**src/rtl/packet_length_tagger.sv**
```systemverilog
// Packet length tagger: zero-latency AXI-Stream body passthrough that measures
// each packet from tkeep and queues a length/status descriptor per packet into
// a first-word-fall-through descriptor FIFO, with running packet/byte counters.
module packet_length_tagger #(
  parameter int DW         = 128,
  parameter int LEN_W      = 16,
  parameter int DESC_DEPTH = 8,
  parameter int MIN_LEN    = 64,
  parameter int MAX_LEN    = 1518
) (
  input  logic                          clk,
  input  logic                          resetn,
  input  logic                          stat_clear,
  input  logic [DW-1:0]                 axis_in_tdata,
  input  logic [DW/8-1:0]               axis_in_tkeep,
  input  logic                          axis_in_tlast,
  input  logic                          axis_in_tvalid,
  output logic                          axis_in_tready,
  output logic [DW-1:0]                 axis_body_tdata,
  output logic [DW/8-1:0]               axis_body_tkeep,
  output logic                          axis_body_tlast,
  output logic                          axis_body_tvalid,
  input  logic                          axis_body_tready,
  output logic [LEN_W+2:0]              axis_desc_tdata,
  output logic                          axis_desc_tvalid,
  input  logic                          axis_desc_tready,
  output logic [$clog2(DESC_DEPTH):0]   desc_level,
  output logic [31:0]                   pkt_count,
  output logic [31:0]                   byte_count
);

  localparam int KW     = DW / 8;
  localparam int CW     = $clog2(KW + 1);
  localparam int AW     = $clog2(DESC_DEPTH);
  localparam int DESC_W = LEN_W + 3;

  localparam logic [AW:0]      DEPTH_C   = (AW + 1)'(DESC_DEPTH);
  localparam logic [AW:0]      ONE_C     = (AW + 1)'(1);
  localparam logic [AW-1:0]    PTR_ONE_C = AW'(1);
  localparam logic [31:0]      MIN_LEN_C = 32'(MIN_LEN);
  localparam logic [31:0]      MAX_LEN_C = 32'(MAX_LEN);
  localparam logic [LEN_W-1:0] LEN_SAT_C = {LEN_W{1'b1}};

  // Number of asserted byte enables; position of the bits does not matter.
  function automatic logic [CW-1:0] popcount(input logic [KW-1:0] keep);
    logic [CW-1:0] cnt;
    cnt = {CW{1'b0}};
    for (int i = 0; i < KW; i++) begin
      cnt = cnt + CW'(keep[i]);
    end
    return cnt;
  endfunction

  // Packet accumulation state
  logic [LEN_W-1:0]  len_acc_q, len_acc_d;
  logic              sat_sticky_q, sat_sticky_d;
  logic              null_sticky_q, null_sticky_d;

  // Descriptor FIFO state
  logic [DESC_W-1:0] mem_q [DESC_DEPTH];
  logic [DESC_W-1:0] mem_d [DESC_DEPTH];
  logic [AW-1:0]     wr_ptr_q, wr_ptr_d;
  logic [AW-1:0]     rd_ptr_q, rd_ptr_d;
  logic [AW:0]       count_q, count_d;

  // Statistics state
  logic [31:0]       pkt_count_q, pkt_count_d;
  logic [31:0]       byte_count_q, byte_count_d;

  // Combinational datapath signals
  logic              desc_full_s;
  logic              desc_empty_s;
  logic              stall_s;
  logic              acc_s;
  logic              push_s;
  logic              pop_s;
  logic [CW-1:0]     beat_bytes_s;
  logic              zero_beat_s;
  logic [LEN_W:0]    sum_ext_s;
  logic              sat_now_s;
  logic [LEN_W-1:0]  len_now_s;
  logic [31:0]       len_now_ext_s;
  logic              runt_s;
  logic              giant_s;
  logic              null_s;
  logic [DESC_W-1:0] desc_new_s;

  // Handshake, passthrough and per-beat length arithmetic. The stall looks only
  // at the registered occupancy, so a same-cycle pop never frees a slot early.
  always_comb begin
    desc_full_s      = (count_q == DEPTH_C);
    desc_empty_s     = (count_q == {(AW + 1){1'b0}});
    stall_s          = axis_in_tlast & desc_full_s;

    axis_body_tdata  = axis_in_tdata;
    axis_body_tkeep  = axis_in_tkeep;
    axis_body_tlast  = axis_in_tlast;
    axis_body_tvalid = axis_in_tvalid & ~stall_s;
    axis_in_tready   = axis_body_tready & ~stall_s;

    acc_s            = axis_in_tvalid & axis_in_tready;
    push_s           = acc_s & axis_in_tlast;
    pop_s            = ~desc_empty_s & axis_desc_tready;

    beat_bytes_s     = popcount(axis_in_tkeep);
    zero_beat_s      = (beat_bytes_s == {CW{1'b0}});
    sum_ext_s        = {1'b0, len_acc_q} + (LEN_W + 1)'(beat_bytes_s);
    sat_now_s        = sum_ext_s[LEN_W];
    if (sat_now_s) begin
      len_now_s = LEN_SAT_C;
    end else begin
      len_now_s = sum_ext_s[LEN_W-1:0];
    end
    len_now_ext_s    = 32'(len_now_s);

    runt_s           = (len_now_ext_s < MIN_LEN_C);
    giant_s          = (len_now_ext_s > MAX_LEN_C) | sat_sticky_q | sat_now_s;
    null_s           = null_sticky_q | zero_beat_s;
    desc_new_s       = {null_s, giant_s, runt_s, len_now_s};
  end

  // Next-state for the per-packet accumulator and its sticky status flags.
  always_comb begin
    len_acc_d     = len_acc_q;
    sat_sticky_d  = sat_sticky_q;
    null_sticky_d = null_sticky_q;
    if (acc_s) begin
      if (axis_in_tlast) begin
        len_acc_d     = {LEN_W{1'b0}};
        sat_sticky_d  = 1'b0;
        null_sticky_d = 1'b0;
      end else begin
        len_acc_d     = len_now_s;
        sat_sticky_d  = sat_sticky_q | sat_now_s;
        null_sticky_d = null_sticky_q | zero_beat_s;
      end
    end else begin
      len_acc_d     = len_acc_q;
    end
  end

  // Next-state for the descriptor FIFO; a push during a pop lands behind the head.
  always_comb begin
    mem_d    = mem_q;
    wr_ptr_d = wr_ptr_q;
    rd_ptr_d = rd_ptr_q;
    count_d  = count_q;
    if (push_s) begin
      mem_d[wr_ptr_q] = desc_new_s;
      wr_ptr_d        = wr_ptr_q + PTR_ONE_C;
    end else begin
      wr_ptr_d        = wr_ptr_q;
    end
    if (pop_s) begin
      rd_ptr_d = rd_ptr_q + PTR_ONE_C;
    end else begin
      rd_ptr_d = rd_ptr_q;
    end
    case ({push_s, pop_s})
      2'b10:   count_d = count_q + ONE_C;
      2'b01:   count_d = count_q - ONE_C;
      default: count_d = count_q;
    endcase
  end

  // Next-state for the statistics counters; a clear wins over any increment.
  always_comb begin
    pkt_count_d  = pkt_count_q;
    byte_count_d = byte_count_q;
    if (stat_clear) begin
      pkt_count_d  = 32'd0;
      byte_count_d = 32'd0;
    end else if (acc_s) begin
      byte_count_d = byte_count_q + 32'(beat_bytes_s);
      if (axis_in_tlast) begin
        pkt_count_d = pkt_count_q + 32'd1;
      end else begin
        pkt_count_d = pkt_count_q;
      end
    end else begin
      pkt_count_d  = pkt_count_q;
    end
  end

  // State registers with synchronous active-low reset; reset drops any partial packet.
  always_ff @(posedge clk) begin
    if (!resetn) begin
      len_acc_q     <= {LEN_W{1'b0}};
      sat_sticky_q  <= 1'b0;
      null_sticky_q <= 1'b0;
      mem_q         <= '{default: {DESC_W{1'b0}}};
      wr_ptr_q      <= {AW{1'b0}};
      rd_ptr_q      <= {AW{1'b0}};
      count_q       <= {(AW + 1){1'b0}};
      pkt_count_q   <= 32'd0;
      byte_count_q  <= 32'd0;
    end else begin
      len_acc_q     <= len_acc_d;
      sat_sticky_q  <= sat_sticky_d;
      null_sticky_q <= null_sticky_d;
      mem_q         <= mem_d;
      wr_ptr_q      <= wr_ptr_d;
      rd_ptr_q      <= rd_ptr_d;
      count_q       <= count_d;
      pkt_count_q   <= pkt_count_d;
      byte_count_q  <= byte_count_d;
    end
  end

  // Descriptor port and status outputs, all taken straight from registers.
  always_comb begin
    axis_desc_tvalid = ~desc_empty_s;
    axis_desc_tdata  = mem_q[rd_ptr_q];
    desc_level       = count_q;
    pkt_count        = pkt_count_q;
    byte_count       = byte_count_q;
  end

endmodule

```
**config.mk**
```make
export PLATFORM = sky130hd
export DESIGN_NAME = packet_length_tagger
export DESIGN_NICKNAME = d
export VERILOG_FILES = /design/src/rtl/packet_length_tagger.sv
export SDC_FILE = /design/constraint.sdc
export NUM_CORES = 1
export LEC_CHECK = 0
export ABC_AREA = 1
export CORE_ASPECT_RATIO = 0.75
export CORE_UTILIZATION = 44
export CTS_CLUSTER_SIZE = 10
export DETAILED_ROUTE_END_ITERATION = 8
export PLACE_DENSITY = 0.86
export SYNTH_ARGS = -nofsm -noshare
export SYNTH_HDL_FRONTEND = slang
export SYNTH_SLANG_ARGS = --single-unit
```
**constraint.sdc**
```tcl
create_clock -name clk -period 5.6 [get_ports clk]
set_input_delay 1.4 -clock clk [delete_from_list [all_inputs] [get_ports clk]]
set_output_delay 1.4 -clock clk [all_outputs]
set_load 0.01 [all_outputs]
```
==> impl_summary.txt, run 1 <==
----------------------------------------------------
[Cells and area]
  Post-layout util ... 0.5223
  Share of layout cells above drive strength 1 ... 0.1358
  ANT cells ... 0
  Final Net Count ... 2,128
  Final standard cell area without fillers ... 0.01578 mm^2
  Syn-to-layout area delta ... 16.72%

[Routing]
  Number of detailed-route iterations in the first pass ... 6
  Via/cell ratio ... 5.532
  Overall via count from detail_route ... 12,960
  Starting DRC count in detailed routing ... 1,330
  Remaining DRCs ... 0
  WL final ... 38,380 um
  Post-detailed-route count of antenna-violating nets ... 0
  Post-DR wirelength/cell ... 16.38 um

[Worst setup path]
  Worst path bufs/invs ... 5
  Critical-path cell with the highest stage delay ... sky130_fd_sc_hd__fa_1
  Longest individual stage delay on the worst path ... 0.57 ns
  CP startpoint kind ... primary input
  Element type at the critical path end ... register
  Data required time of the critical path ... 6.06 ns
  Crit path depth ... 23
  Cell chain of the critical path ... buf_8 -> inv_8 -> fa_1 -> fa_1 -> fa_2 -> fa_1 -> inv_2 -> ha_4 -> fa_2 -> xor2_4 -> ha_4 -> nand3_2 -> nand3_2 -> nand2_4 -> nand2_8 -> nand2_8 -> clkinvlp_4 -> nor2_4 -> nand2_4 -> nor2_4 -> nand4_1 -> nand2_1 -> inv_1
  Cell family contributing the most delay on the critical path ... adder cells
  Arrival time of data at the critical path endpoint ... 5.96 ns
  Cell mode on critical path ... sky130_fd_sc_hd__fa_1
  R2R depth ... 11
  Crit Path Class ... primary input to register
  Maximum fanout encountered on the critical timing path ... 8

[Clocking]
  Buffer type at the clock tree root ... sky130_fd_sc_hd__clkbuf_16
  Number of buffers on the longest clock path ... 3
  Maximum level of the CTS H-tree ... 1
  Clock tree from TritonCTS ... built
  Number of buffers added by the clock tree synthesis step ... 28
  Worst-Skew Late Latency ... 0.56 ns
  Clock sink total ... 244
  Hold buffer count at CTS ... 0
  Clock-pin slew reported for the worst setup and hold paths after clock tree synthesis ... 0.06 ns

[Yosys]
  Yosys top cell area share ... 0.3613
  Commonest cells in the synthesized netlist ... 260 x sky130_fd_sc_hd__nand2_1, 244 x sky130_fd_sc_hd__dfxtp_1, 242 x sky130_fd_sc_hd__o21ai_0, 226 x sky130_fd_sc_hd__a21oi_1, 211 x sky130_fd_sc_hd__nor2_1
  Post-synthesis sequential area ratio ... 0.3613
  Syn nets ... 2,103
  Synthesized area per cell ... 7.052 um^2
  Synth area leaders ... sky130_fd_sc_hd__dfxtp_1 36%, sky130_fd_sc_hd__o21ai_0 9.0%, sky130_fd_sc_hd__a21oi_1 8.4%
  Number of storage elements in the synthesis netlist ... 244
  Post-synth top flop ... sky130_fd_sc_hd__dfxtp_1
  Distinct cells, synth ... 43
  Proportion of synthesized flip-flops having asynchronous set or reset ... 0
  Leading cell type by number of instances after synthesis ... sky130_fd_sc_hd__nand2_1
  Library cell occupying the most area in the post-synthesis netlist ... sky130_fd_sc_hd__dfxtp_1
  Number of enable flip-flop cells after synthesis ... 0
  Warning count from the yosys run ... 0
  Gate count of the mapped netlist ... 1,917
  Cell area after technology mapping ... 0.01352 mm^2

[Timing]
  Smallest setup slack after layout ... 0.09754 ns
  Remaining max-slew budget at the tightest pin ... 0.2696
  Post-layout minimum cycle time ... 5.502 ns
  Number of setup violations in the final report ... 0
  Clock skew after layout ... 0.02138 ns
  Maximum clock rate ... 0.1817 GHz
  Setup repair after global routing missed its margin ... yes
  Final critical-path share of the clock period ... 0.9826
  Slew at the pin with the worst max-slew slack ... 1.089 ns
  Hold Vio Cnt, Final ... 0
  Total count of max-transition violations in the final report ... 0

[Power and ir drop]
  Static leakage ... 6.455 nW
  Power per Cell Area ... 368.1 mW/mm^2
  Pwr Total ... 5.808 mW
  VDD IR max ... 0.0002634 V

[Die]
  Row count ... 55
  Die footprint ... 0.03143 mm^2
  Die extent in x ... 204.4 um
  Starting density of the core ... 0.4475
  Placeable core region ... 0.03021 mm^2
  IO Count ... 386
  Die H ... 153.8 um

[Place]
  Placed cell area ... 0.01455 mm^2
  Input/output buffers ... 129
  Post-Place Worst Slack ... -1.109 ns
  HPWL after detailed placement ... 25,730 um
  Gp weighted congestion ... 0.9411

[Run]
  Max capacitance violation total ... 0

[Run status]
  Result of the run ... finished, final reports clean

[Global route]
  Pin count of the biggest net entering global routing ... 126
  Global Route Usage Sum ... 0.2340
  GRT Residual Overflow ... 0
  Number of antenna violations at the first check in global routing ... 0
  Global-route wire length before repair ... 61,230 um
  Vias in the first global route ... 12,270

[Min path]
  Tightest Hold Check Type ... register to register
  Worst hold path cell count ... 2

----------------------------------------------------
[worst register-to-register path, delay by kind of cell, from the launching register on]
kind	cells	cell delay, ns
flops	1	0.40
buf+inv	2	1.01
simple gates	8	1.32
compound gates	1	0.09
[logic make-up (layout without fill, tap and decap cells)]
family,after synthesis,in the layout,synth area share
xor+xnor,33,33,0.02138
fa+ha+maj,35,35,0.03961
compound gates,537,537,0.2090
flops,244,244,0.3613
buf+inv,439,465,0.1649
simple gates,629,630,0.2037
[power by group]
group	switching (mW)	internal, mW	total, mW	leakage (nW)
combinational	1.40	1.00	2.40	4.12
sequential	0.0349	1.78	1.82	1.97
clock	0.692	0.898	1.59	0.369
total	2.13	3.68	5.81	6.45
[metal layers]
layer	GRT usage	wire [um]	vias up
li1	-	-	6211
met1	0.3033	16060	5984
met2	0.3777	17530	661
met3	0.05829	3789	104
met4	0.07747	952	2
met5	0.009317	38	-
[state kept, by name, summed over array words and instances, names as in the netlist, 3 cells and up]
name        flops
mem_q         152
byte_count     32
pkt_count      32
len_acc_q      16
desc_level      4
rd_ptr_q        3
wr_ptr_q        3
[cells in the final DEF (no fill, tap or decap), drive strengths merged, types with 2 or more instances in the layout]
cell	Yosys	routed
clkdlybuf4s50	0	119
nor4	13	13
o22ai	13	13
xor2	24	24
ha	22	22
nor3	26	26
a21oi	236	236
nand3b	4	4
and3	3	3
o211ai	13	13
nand2	273	274
nand4	31	31
a31oi	22	22
xnor2	9	9
clkinv	2	5
nor2	222	222
fa	13	13
a21boi	2	2
buf	177	102
nand3	53	53
o21a	2	2
clkbuf	57	37
o21ai	245	245
inv	203	201
nor3b	3	3
dfxtp	244	244
[through the flow]
step / TNS, ns / cells / hold slack, ns
2_1_floorplan: -2.375 / 1917 / 0.4491
3_5_place_dp: -174.67 / 2293 / 0.4724
3_3_place_gp: -142.85 / 2293 / 0.4609
5_1_grt: -1.026 / 2343 / 0.5185
4_1_cts: 0 / 2335 / 0.4808
6_report: 0 / 2343 / 0.4834
[path summary, 6_finish.rpt]
| kind | slack, ns | from | to |
|---|---|---|---|
| setup reg to reg | 2.70 | desc_level[1]$_SDFFE_PN0P_ | byte_count[31]$_SDFFE_PP0P_ |
| hold reg to reg | 0.48 | len_acc_q[0]$_SDFFE_PN0P_ | len_acc_q[0]$_SDFFE_PN0P_ |
| setup / recovery | 0.1 | axis_in_tkeep[15] | mem_q[93]$_SDFFE_PN0P_ |
| hold / removal | 0.48 | len_acc_q[0]$_SDFFE_PN0P_ | len_acc_q[0]$_SDFFE_PN0P_ |
[repair_timing]
item,in CTS,in global routing
pin swaps,26,52
buffers inserted,9,8
cloned,1,0
endpoints found under the setup margin,188,151
gates resized for setup,35,75
[cell type report]
type	count	area, um^2
Clock buffer	30	718.2
Multi-Input combinational cell	1235	6827
Fill cell	2710	14430
Clock inverter	2	35.03
Timing Repair Buffer	228	2032
Tap cell	399	499.2
Inverter	205	780.7
Sequential cell	244	4886
(Power assumes the default switching activity.)
==> run 2, diff against run 1 <==
CORE_MARGIN = 5   (was unset)
SETUP_SLACK_MARGIN = 0.5   (was unset)
==> run 2 against run 1 <==
  * Critical path depth is 1 higher
  * Power grew 14%
  * Maximum frequency fell by 1.7%
  * Combinational power is 31% higher
  * Hold slack got worse by 0.0067 ns
  * Flip-flop and latch count stayed put
  * Global-route usage shrank 0.93 points
  * First-iteration DRC count up 45%
  * Non-clock buffer count grew 22
  * Die area is 9.3% higher
==> impl_summary.txt, run 2 (synthesis results as in run 1) <==
----------------------------------------------------
[Run status]
  Result of the run ... finished, final reports clean (unchanged)

[Worst setup path]
  Critical register-to-register path endpoint ... mem_q[103]$_SDFFE_PN0P_ (was byte_count[31]$_SDFFE_PP0P_)
  FF-to-FF Start ... desc_level[1]$_SDFFE_PN0P_ (unchanged)
  Element type at the critical path end ... register (unchanged)
  R2R Setup Slk ... 2.40 ns (was 2.70 ns)
  Data required time of the critical path ... 6.08 ns (was 6.06 ns)
  R2R depth ... 10 (was 11)
  Crit Path Class ... primary input to register (unchanged)
  CP startpoint kind ... primary input (unchanged)
  Maximum fanout encountered on the critical timing path ... 8 (unchanged)
  Arrival time of data at the critical path endpoint ... 6.08 ns (was 5.96 ns)

[Cells and area]
  Syn-to-layout area delta ... 27.68% (was 16.72%)
  Most flops, register ... mem_q (unchanged)
  Flip-flop count of the largest register after layout ... 152 (unchanged)
  Share of layout cells above drive strength 1 ... 0.2459 (was 0.1358)
  Post-route insts no fill ... 2,371 (was 2,343)
  Final standard cell area without fillers ... 0.01726 mm^2 (was 0.01578 mm^2)
  Final Net Count ... 2,151 (was 2,128)
  Most common library cell in the layout ignoring fill and taps ... sky130_fd_sc_hd__dfxtp_1 (was sky130_fd_sc_hd__nand2_1)
  ANT cells ... 0 (unchanged)
  Leading cell types in the layout, fill and taps excluded ... 243 x sky130_fd_sc_hd__dfxtp_1, 210 x sky130_fd_sc_hd__nand2_1, 204 x sky130_fd_sc_hd__o21ai_0 (was 245 x sky130_fd_sc_hd__nand2_1, 243 x sky130_fd_sc_hd__dfxtp_1, 240 x sky130_fd_sc_hd__o21ai_0)

[Min path]
  Worst hold path cell count ... 2 (unchanged)
  Tightest Hold Check Type ... register to register (unchanged)
  Endpoint of the worst hold-timing path ... len_acc_q[0]$_SDFFE_PN0P_ (unchanged)
  Launch point of the worst hold path ... len_acc_q[0]$_SDFFE_PN0P_ (unchanged)

[Die]
  Starting density of the core ... 0.4475 (unchanged)
  Row count ... 55 (unchanged)
  Die footprint ... 0.03436 mm^2 (was 0.03143 mm^2)
  IO Count ... 386 (unchanged)
  Placeable core region ... 0.03021 mm^2 (unchanged)
  Die extent in x ... 212.4 um (was 204.4 um)
  Die H ... 161.8 um (was 153.8 um)

[Power and ir drop]
  Power per Cell Area ... 383.1 mW/mm^2 (was 368.1 mW/mm^2)
  VDD IR max ... 0.0002722 V (was 0.0002634 V)
  Static leakage ... 6.851 nW (was 6.455 nW)
  Pwr Total ... 6.613 mW (was 5.808 mW)

[Clocking]
  Maximum level of the CTS H-tree ... 1 (unchanged)
  Clock tree from TritonCTS ... built (unchanged)
  Buffer type at the clock tree root ... sky130_fd_sc_hd__clkbuf_16 (unchanged)
  Clock sink total ... 244 (unchanged)
  Number of buffers on the longest clock path ... 3 (unchanged)
  Number of buffers added by the clock tree synthesis step ... 29 (was 28)
  Clock-pin slew reported for the worst setup and hold paths after clock tree synthesis ... 0.06 ns (about the same)
  Worst-Skew Late Latency ... 0.56 ns (about the same)

[Run]
  Max capacitance violation total ... 0 (unchanged)

[Routing]
  Overall via count from detail_route ... 14,090 (was 12,960)
  Post-detailed-route count of antenna-violating nets ... 0 (unchanged)
  WL final ... 45,910 um (was 38,380 um)
  Remaining DRCs ... 0 (unchanged)
  Post-DR wirelength/cell ... 19.36 um (was 16.38 um)
  Via/cell ratio ... 5.943 (was 5.532)
  Number of detailed-route iterations in the first pass ... 6 (unchanged)
  Starting DRC count in detailed routing ... 1,932 (was 1,330)

[Global route]
  Vias in the first global route ... 12,810 (was 12,270)
  GRT Residual Overflow ... 0 (unchanged)
  Global Route Usage Sum ... 0.2248 (was 0.2340)
  Pin count of the biggest net entering global routing ... 80 (was 126)
  Global-route wire length before repair ... 64,890 um (was 61,230 um)
  Number of antenna violations at the first check in global routing ... 0 (unchanged)

[Timing]
  Slew at the pin with the worst max-slew slack ... 1.006 ns (was 1.089 ns)
  Maximum clock rate ... 0.1787 GHz (was 0.1817 GHz)
  Smallest setup slack after layout ... 0.002679 ns (was 0.09754 ns)
  Clock skew after layout ... 0.02729 ns (was 0.02138 ns)
  Setup repair after global routing missed its margin ... yes (unchanged)
  Total count of max-transition violations in the final report ... 0 (unchanged)
  Number of setup violations in the final report ... 0 (unchanged)
  Post-layout minimum cycle time ... 5.597 ns (was 5.502 ns)
  Final critical-path share of the clock period ... 0.9995 (was 0.9826)
  Remaining max-slew budget at the tightest pin ... 0.3287 (was 0.2696)
  Hold Vio Cnt, Final ... 0 (unchanged)

[Place]
  Gp weighted congestion ... 0.9369 (was 0.9411)
  Total placed cells including tap cells ... 2,289 (was 2,293)
  Post-Place Worst Slack ... -1.054 ns (was -1.109 ns)
  HPWL after detailed placement ... 26,340 um (was 25,730 um)
  Placed cell area ... 0.01456 mm^2 (was 0.01455 mm^2)
  Input/output buffers ... 129 (unchanged)

----------------------------------------------------
[run 2: per-stage QoR]
step	hold slack, ns	TNS (ns)	utilization
after floorplan	0.4491	-2.464	-
after global placement	0.4614	-128.66	0.4820
after detailed placement	0.4675	-150.66	0.4820
after CTS	0.4736	0	0.5334
after global routing	0.4964	-2.524	0.5713
final	0.4768	0	0.5713
[run 2: final cells by class]
type                    count  area (um^2)
flip-flops and latches    244         4886
multi-input cells        1235         7766
inverters                 205        859.6
well taps                 399        499.2
clock inverters             3        33.78
clock buffers              35        758.2
fillers                  2390        12950
repair buffers            250         2457
[run 2: worst max-delay path by stage]
stage                      startpoint                      end  cells after the start
finish               axis_in_tkeep[1]   mem_q[92]$_SDFFE_PN0P_                     24
global route         axis_in_tkeep[9]   mem_q[92]$_SDFFE_PN0P_                     27
CTS                  axis_in_tkeep[9]   mem_q[92]$_SDFFE_PN0P_                     22
detailed placement  axis_in_tkeep[15]  mem_q[112]$_SDFFE_PN0P_                     26
global placement    axis_in_tkeep[15]   mem_q[36]$_SDFFE_PN0P_                     25
floorplan           axis_in_tkeep[15]   mem_q[35]$_SDFFE_PN0P_                     22
[run 2: what timing repair did]
| action | CTS | global route |
|---|---|---|
| resized for setup | 220 | 227 |
| pin swaps | 72 | 100 |
| endpoints found under the setup margin | 200 | 198 |
| endpoints found under the hold margin | 0 | 0 |
| gates cloned | 2 | 1 |
| buffers inserted | 18 | 23 |
| hold buffers | 0 | 0 |
[run 2: worst max-delay path, cell delays in order]
cell                      delay (ns)
sky130_fd_sc_hd__buf_2          0.10
sky130_fd_sc_hd__inv_2          0.04
sky130_fd_sc_hd__fa_1           0.47
sky130_fd_sc_hd__fa_1           0.56
sky130_fd_sc_hd__fa_2           0.45
sky130_fd_sc_hd__fa_1           0.50
sky130_fd_sc_hd__inv_2          0.05
sky130_fd_sc_hd__ha_4           0.15
sky130_fd_sc_hd__fa_2           0.41
sky130_fd_sc_hd__nand2_2        0.10
sky130_fd_sc_hd__a21oi_4        0.07
sky130_fd_sc_hd__ha_4           0.34
sky130_fd_sc_hd__nand2_4        0.09
sky130_fd_sc_hd__nor2_4         0.14
sky130_fd_sc_hd__buf_4          0.13
sky130_fd_sc_hd__buf_4          0.10
sky130_fd_sc_hd__nand3_1        0.11
sky130_fd_sc_hd__nand3_2        0.14
sky130_fd_sc_hd__nand3_4        0.11
sky130_fd_sc_hd__nor2_1         0.14
sky130_fd_sc_hd__nand2_1        0.09
sky130_fd_sc_hd__nor2_2         0.14
sky130_fd_sc_hd__nand2_4        0.12
sky130_fd_sc_hd__a21oi_2        0.16
[run 2: power breakdown]
| part | internal [mW] | switching (mW) | leakage [nW] |
|---|---|---|---|
| logic | 1.28 | 1.87 | 4.49 |
| clock network | 0.942 | 0.708 | 0.388 |
| registers | 1.78 | 0.0391 | 1.97 |
[run 2: per-layer routing]
metal	track usage	share of wire
met1	0.2948	0.38
met5	0.007184	0
met4	0.07473	0.052
met3	0.05387	0.11
met2	0.3649	0.45
==> run 3, diff against run 2 <==
CORE_UTILIZATION = 50   (was 44)
DONT_BUFFER_PORTS = 1   (was unset)
PLACE_DENSITY = 0.76   (was 0.86)
REMOVE_ABC_BUFFERS = 1   (was unset)
==> run 3 against run 2 <==
  * Critical path depth did not move
  * Maximum frequency increased by 5.5%
  * Flip-flop and latch count did not move
  * Combinational power fell by 29%
  * Utilization decreased by 2.7 points
  * Worst setup slack improved by 0.29 ns
  * Final cell count shrank 9.2%
  * Via count down 9.0%
  * Critical endpoint is now mem_q[74]$_SDFFE_PN0P_
==> impl_summary.txt, run 3 (synthesis results as in run 1) <==
----------------------------------------------------
[Worst setup path]
  Data required time of the critical path ... 6.03 ns (was 6.08 ns)
  Arrival time of data at the critical path endpoint ... 5.74 ns (was 6.08 ns)
  Crit Path Class ... primary input to register (unchanged)
  R2R Setup Slk ... 2.45 ns (was 2.40 ns)
  Maximum fanout encountered on the critical timing path ... 8 (unchanged)
  Worst path bufs/invs ... 5 (unchanged)
  Element type at the critical path end ... register (unchanged)
  Cell mode on critical path ... sky130_fd_sc_hd__nand2_4 (was sky130_fd_sc_hd__fa_1)
  Longest individual stage delay on the worst path ... 0.54 ns (was 0.56 ns)
  Cell chain of the critical path ... inv_6 -> fa_1 -> fa_1 -> fa_2 -> fa_1 -> inv_2 -> ha_4 -> fa_2 -> nand2_2 -> a21oi_4 -> ha_4 -> nand2_4 -> nor2_4 -> nand2_2 -> nand2_4 -> buf_6 -> nand3_4 -> nand2_4 -> buf_6 -> nand2_4 -> nor2_4 -> nand4_1 -> nand2_1 -> inv_1 (was buf_2 -> inv_2 -> fa_1 -> fa_1 -> fa_2 -> fa_1 -> inv_2 -> ha_4 -> fa_2 -> nand2_2 -> a21oi_4 -> ha_4 -> nand2_4 -> nor2_4 -> buf_4 -> buf_4 -> nand3_1 -> nand3_2 -> nand3_4 -> nor2_1 -> nand2_1 -> nor2_2 -> nand2_4 -> a21oi_2)
  CP startpoint kind ... primary input (unchanged)
  Cell family contributing the most delay on the critical path ... adder cells (unchanged)
  Critical-path cell with the highest stage delay ... sky130_fd_sc_hd__fa_1 (unchanged)

[Timing]
  Hold Vio Cnt, Final ... 0 (unchanged)
  Setup repair after global routing missed its margin ... yes (unchanged)
  Final critical-path share of the clock period ... 0.9471 (was 0.9995)
  Remaining max-slew budget at the tightest pin ... 0.2472 (was 0.3287)
  Clock skew after layout ... 0.01469 ns (was 0.02729 ns)
  Number of setup violations in the final report ... 0 (unchanged)
  Hold_ws ... 0.4793 ns (was 0.4768 ns)
  Maximum clock rate ... 0.1885 GHz (was 0.1787 GHz)
  Post-layout minimum cycle time ... 5.304 ns (was 5.597 ns)
  Total count of max-transition violations in the final report ... 0 (unchanged)
  Slew at the pin with the worst max-slew slack ... 1.122 ns (was 1.006 ns)

[Clocking]
  Maximum level of the CTS H-tree ... 1 (unchanged)
  Clock sink total ... 244 (unchanged)
  Worst-Skew Late Latency ... 0.55 ns (was 0.56 ns)
  Number of buffers on the longest clock path ... 3 (unchanged)
  Buffer type at the clock tree root ... sky130_fd_sc_hd__clkbuf_16 (unchanged)
  Clock tree from TritonCTS ... built (unchanged)
  Clock-pin slew reported for the worst setup and hold paths after clock tree synthesis ... 0.05 ns (was 0.06 ns)
  Number of buffers added by the clock tree synthesis step ... 28 (was 29)

[Power and ir drop]
  Static leakage ... 5.909 nW (was 6.851 nW)
  VDD IR max ... 0.0005126 V (was 0.0002722 V)
  Power per Cell Area ... 390.2 mW/mm^2 (was 383.1 mW/mm^2)

[Cells and area]
  Flip-flop count of the largest register after layout ... 152 (unchanged)
  Final standard cell area without fillers ... 0.01458 mm^2 (was 0.01726 mm^2)
  Most flops, register ... mem_q (unchanged)
  Syn-to-layout area delta ... 7.876% (was 27.68%)
  Most common library cell in the layout ignoring fill and taps ... sky130_fd_sc_hd__dfxtp_1 (unchanged)
  Leading cell types in the layout, fill and taps excluded ... 243 x sky130_fd_sc_hd__dfxtp_1, 235 x sky130_fd_sc_hd__nand2_1, 232 x sky130_fd_sc_hd__o21ai_0 (was 243 x sky130_fd_sc_hd__dfxtp_1, 210 x sky130_fd_sc_hd__nand2_1, 204 x sky130_fd_sc_hd__o21ai_0)
  ANT cells ... 0 (unchanged)
  Share of layout cells above drive strength 1 ... 0.1699 (was 0.2459)
  Final Net Count ... 1,985 (was 2,151)

[Routing]
  Remaining DRCs ... 0 (unchanged)
  WL final ... 58,430 um (was 45,910 um)
  Overall via count from detail_route ... 12,830 (was 14,090)
  Post-detailed-route count of antenna-violating nets ... 0 (unchanged)
  Post-DR wirelength/cell ... 27.15 um (was 19.36 um)
  Via/cell ratio ... 5.961 (was 5.943)
  Number of detailed-route iterations in the first pass ... 5 (was 6)
  Starting DRC count in detailed routing ... 1,131 (was 1,932)

[Global route]
  Global Route Usage Sum ... 0.3666 (was 0.2248)
  Global-route wire length before repair ... 82,860 um (was 64,890 um)
  Number of antenna violations at the first check in global routing ... 0 (unchanged)
  Vias in the first global route ... 11,590 (was 12,810)
  GRT Residual Overflow ... 0 (unchanged)
  Pin count of the biggest net entering global routing ... 127 (was 80)

[Die]
  Starting density of the core ... 0.5043 (was 0.4475)
  Row count ... 52 (was 55)
  Placeable core region ... 0.02681 mm^2 (was 0.03021 mm^2)
  Die extent in x ... 199.9 um (was 212.4 um)
  IO Count ... 386 (unchanged)
  Die H ... 152.4 um (was 161.8 um)
  Die footprint ... 0.03046 mm^2 (was 0.03436 mm^2)

[Run]
  Max capacitance violation total ... 0 (unchanged)

[Run status]
  Result of the run ... finished, final reports clean (unchanged)

[Place]
  HPWL after detailed placement ... 42,890 um (was 26,340 um)
  Gp weighted congestion ... 0.9847 (was 0.9369)
  Placed cell area ... 0.01305 mm^2 (was 0.01456 mm^2)
  Input/output buffers ... 0 (was 129)

[Min path]
  Tightest Hold Check Type ... register to register (unchanged)

----------------------------------------------------
[run 3: final timing paths]
| kind | from | endpoint | cells past startpoint |
|---|---|---|---|
| worst max register to register | desc_level[1]$_SDFFE_PN0P_ | mem_q[117]$_SDFFE_PN0P_ | 10 |
| worst max-delay path | axis_in_tkeep[7] | mem_q[74]$_SDFFE_PN0P_ | 24 |
| worst min register to register | len_acc_q[0]$_SDFFE_PN0P_ | len_acc_q[0]$_SDFFE_PN0P_ | 2 |
| worst min-delay path | len_acc_q[0]$_SDFFE_PN0P_ | len_acc_q[0]$_SDFFE_PN0P_ | 2 |
[run 3: where the power goes]
part	internal, mW	switching [mW]
combinational	0.835	1.39
sequential	1.78	0.0457
clock	0.951	0.683
total	3.57	2.12
[run 3: final cells by class]
cell class,count,area (um^2)
inverters,205,810.8
well taps,351,439.2
flip-flops and latches,244,4886
clock buffers,31,733.2
fillers,2537,12220
multi-input cells,1234,6973
clock inverters,1,30.03
repair buffers,86,710.7
[run 3: timing repair]
| item | 4_1_cts | 5_1_grt |
|---|---|---|
| setup endpoints to repair | 188 | 188 |
| hold buffers | 0 | 0 |
| pin swaps | 33 | 15 |
| gates resized for setup | 127 | 54 |
| buffers inserted | 11 | 4 |
[run 3: metrics by stage]
stage,setup WS [ns],total power [mW],util,std cells,setup TNS (ns)
3_5_place_dp,-0.5098,3.665,0.4867,2105,-61.06
3_3_place_gp,-0.3779,3.634,0.4867,2105,-41.75
4_1_cts,0.2967,5.593,0.5362,2148,0
5_1_grt,0.08630,5.973,0.5440,2152,0
6_report,0.2961,5.690,0.5440,2152,0
2_1_floorplan,-0.4382,3.014,-,1683,-11.36
[run 3: worst register-to-register path, stage by stage (launching register included)]
cell	delay [ns]
sky130_fd_sc_hd__dfxtp_1	0.47
sky130_fd_sc_hd__nor2_1	0.09
sky130_fd_sc_hd__nand4_1	0.10
sky130_fd_sc_hd__nand2_1	0.21
sky130_fd_sc_hd__nor2_4	0.17
sky130_fd_sc_hd__nand2_2	0.38
sky130_fd_sc_hd__nor2_4	0.28
sky130_fd_sc_hd__nand2_1	0.35
sky130_fd_sc_hd__inv_2	0.63
sky130_fd_sc_hd__o21ai_0	0.26
sky130_fd_sc_hd__a21oi_2	0.15
[run 3: per-layer routing]
layer	GRT usage	up-vias	part of all wire
li1	-	5936	-
met1	0.4323	5913	0.37
met2	0.4665	858	0.37
met3	0.3320	106	0.22
met4	0.1106	14	0.038
met5	0.1272	-	0.0092
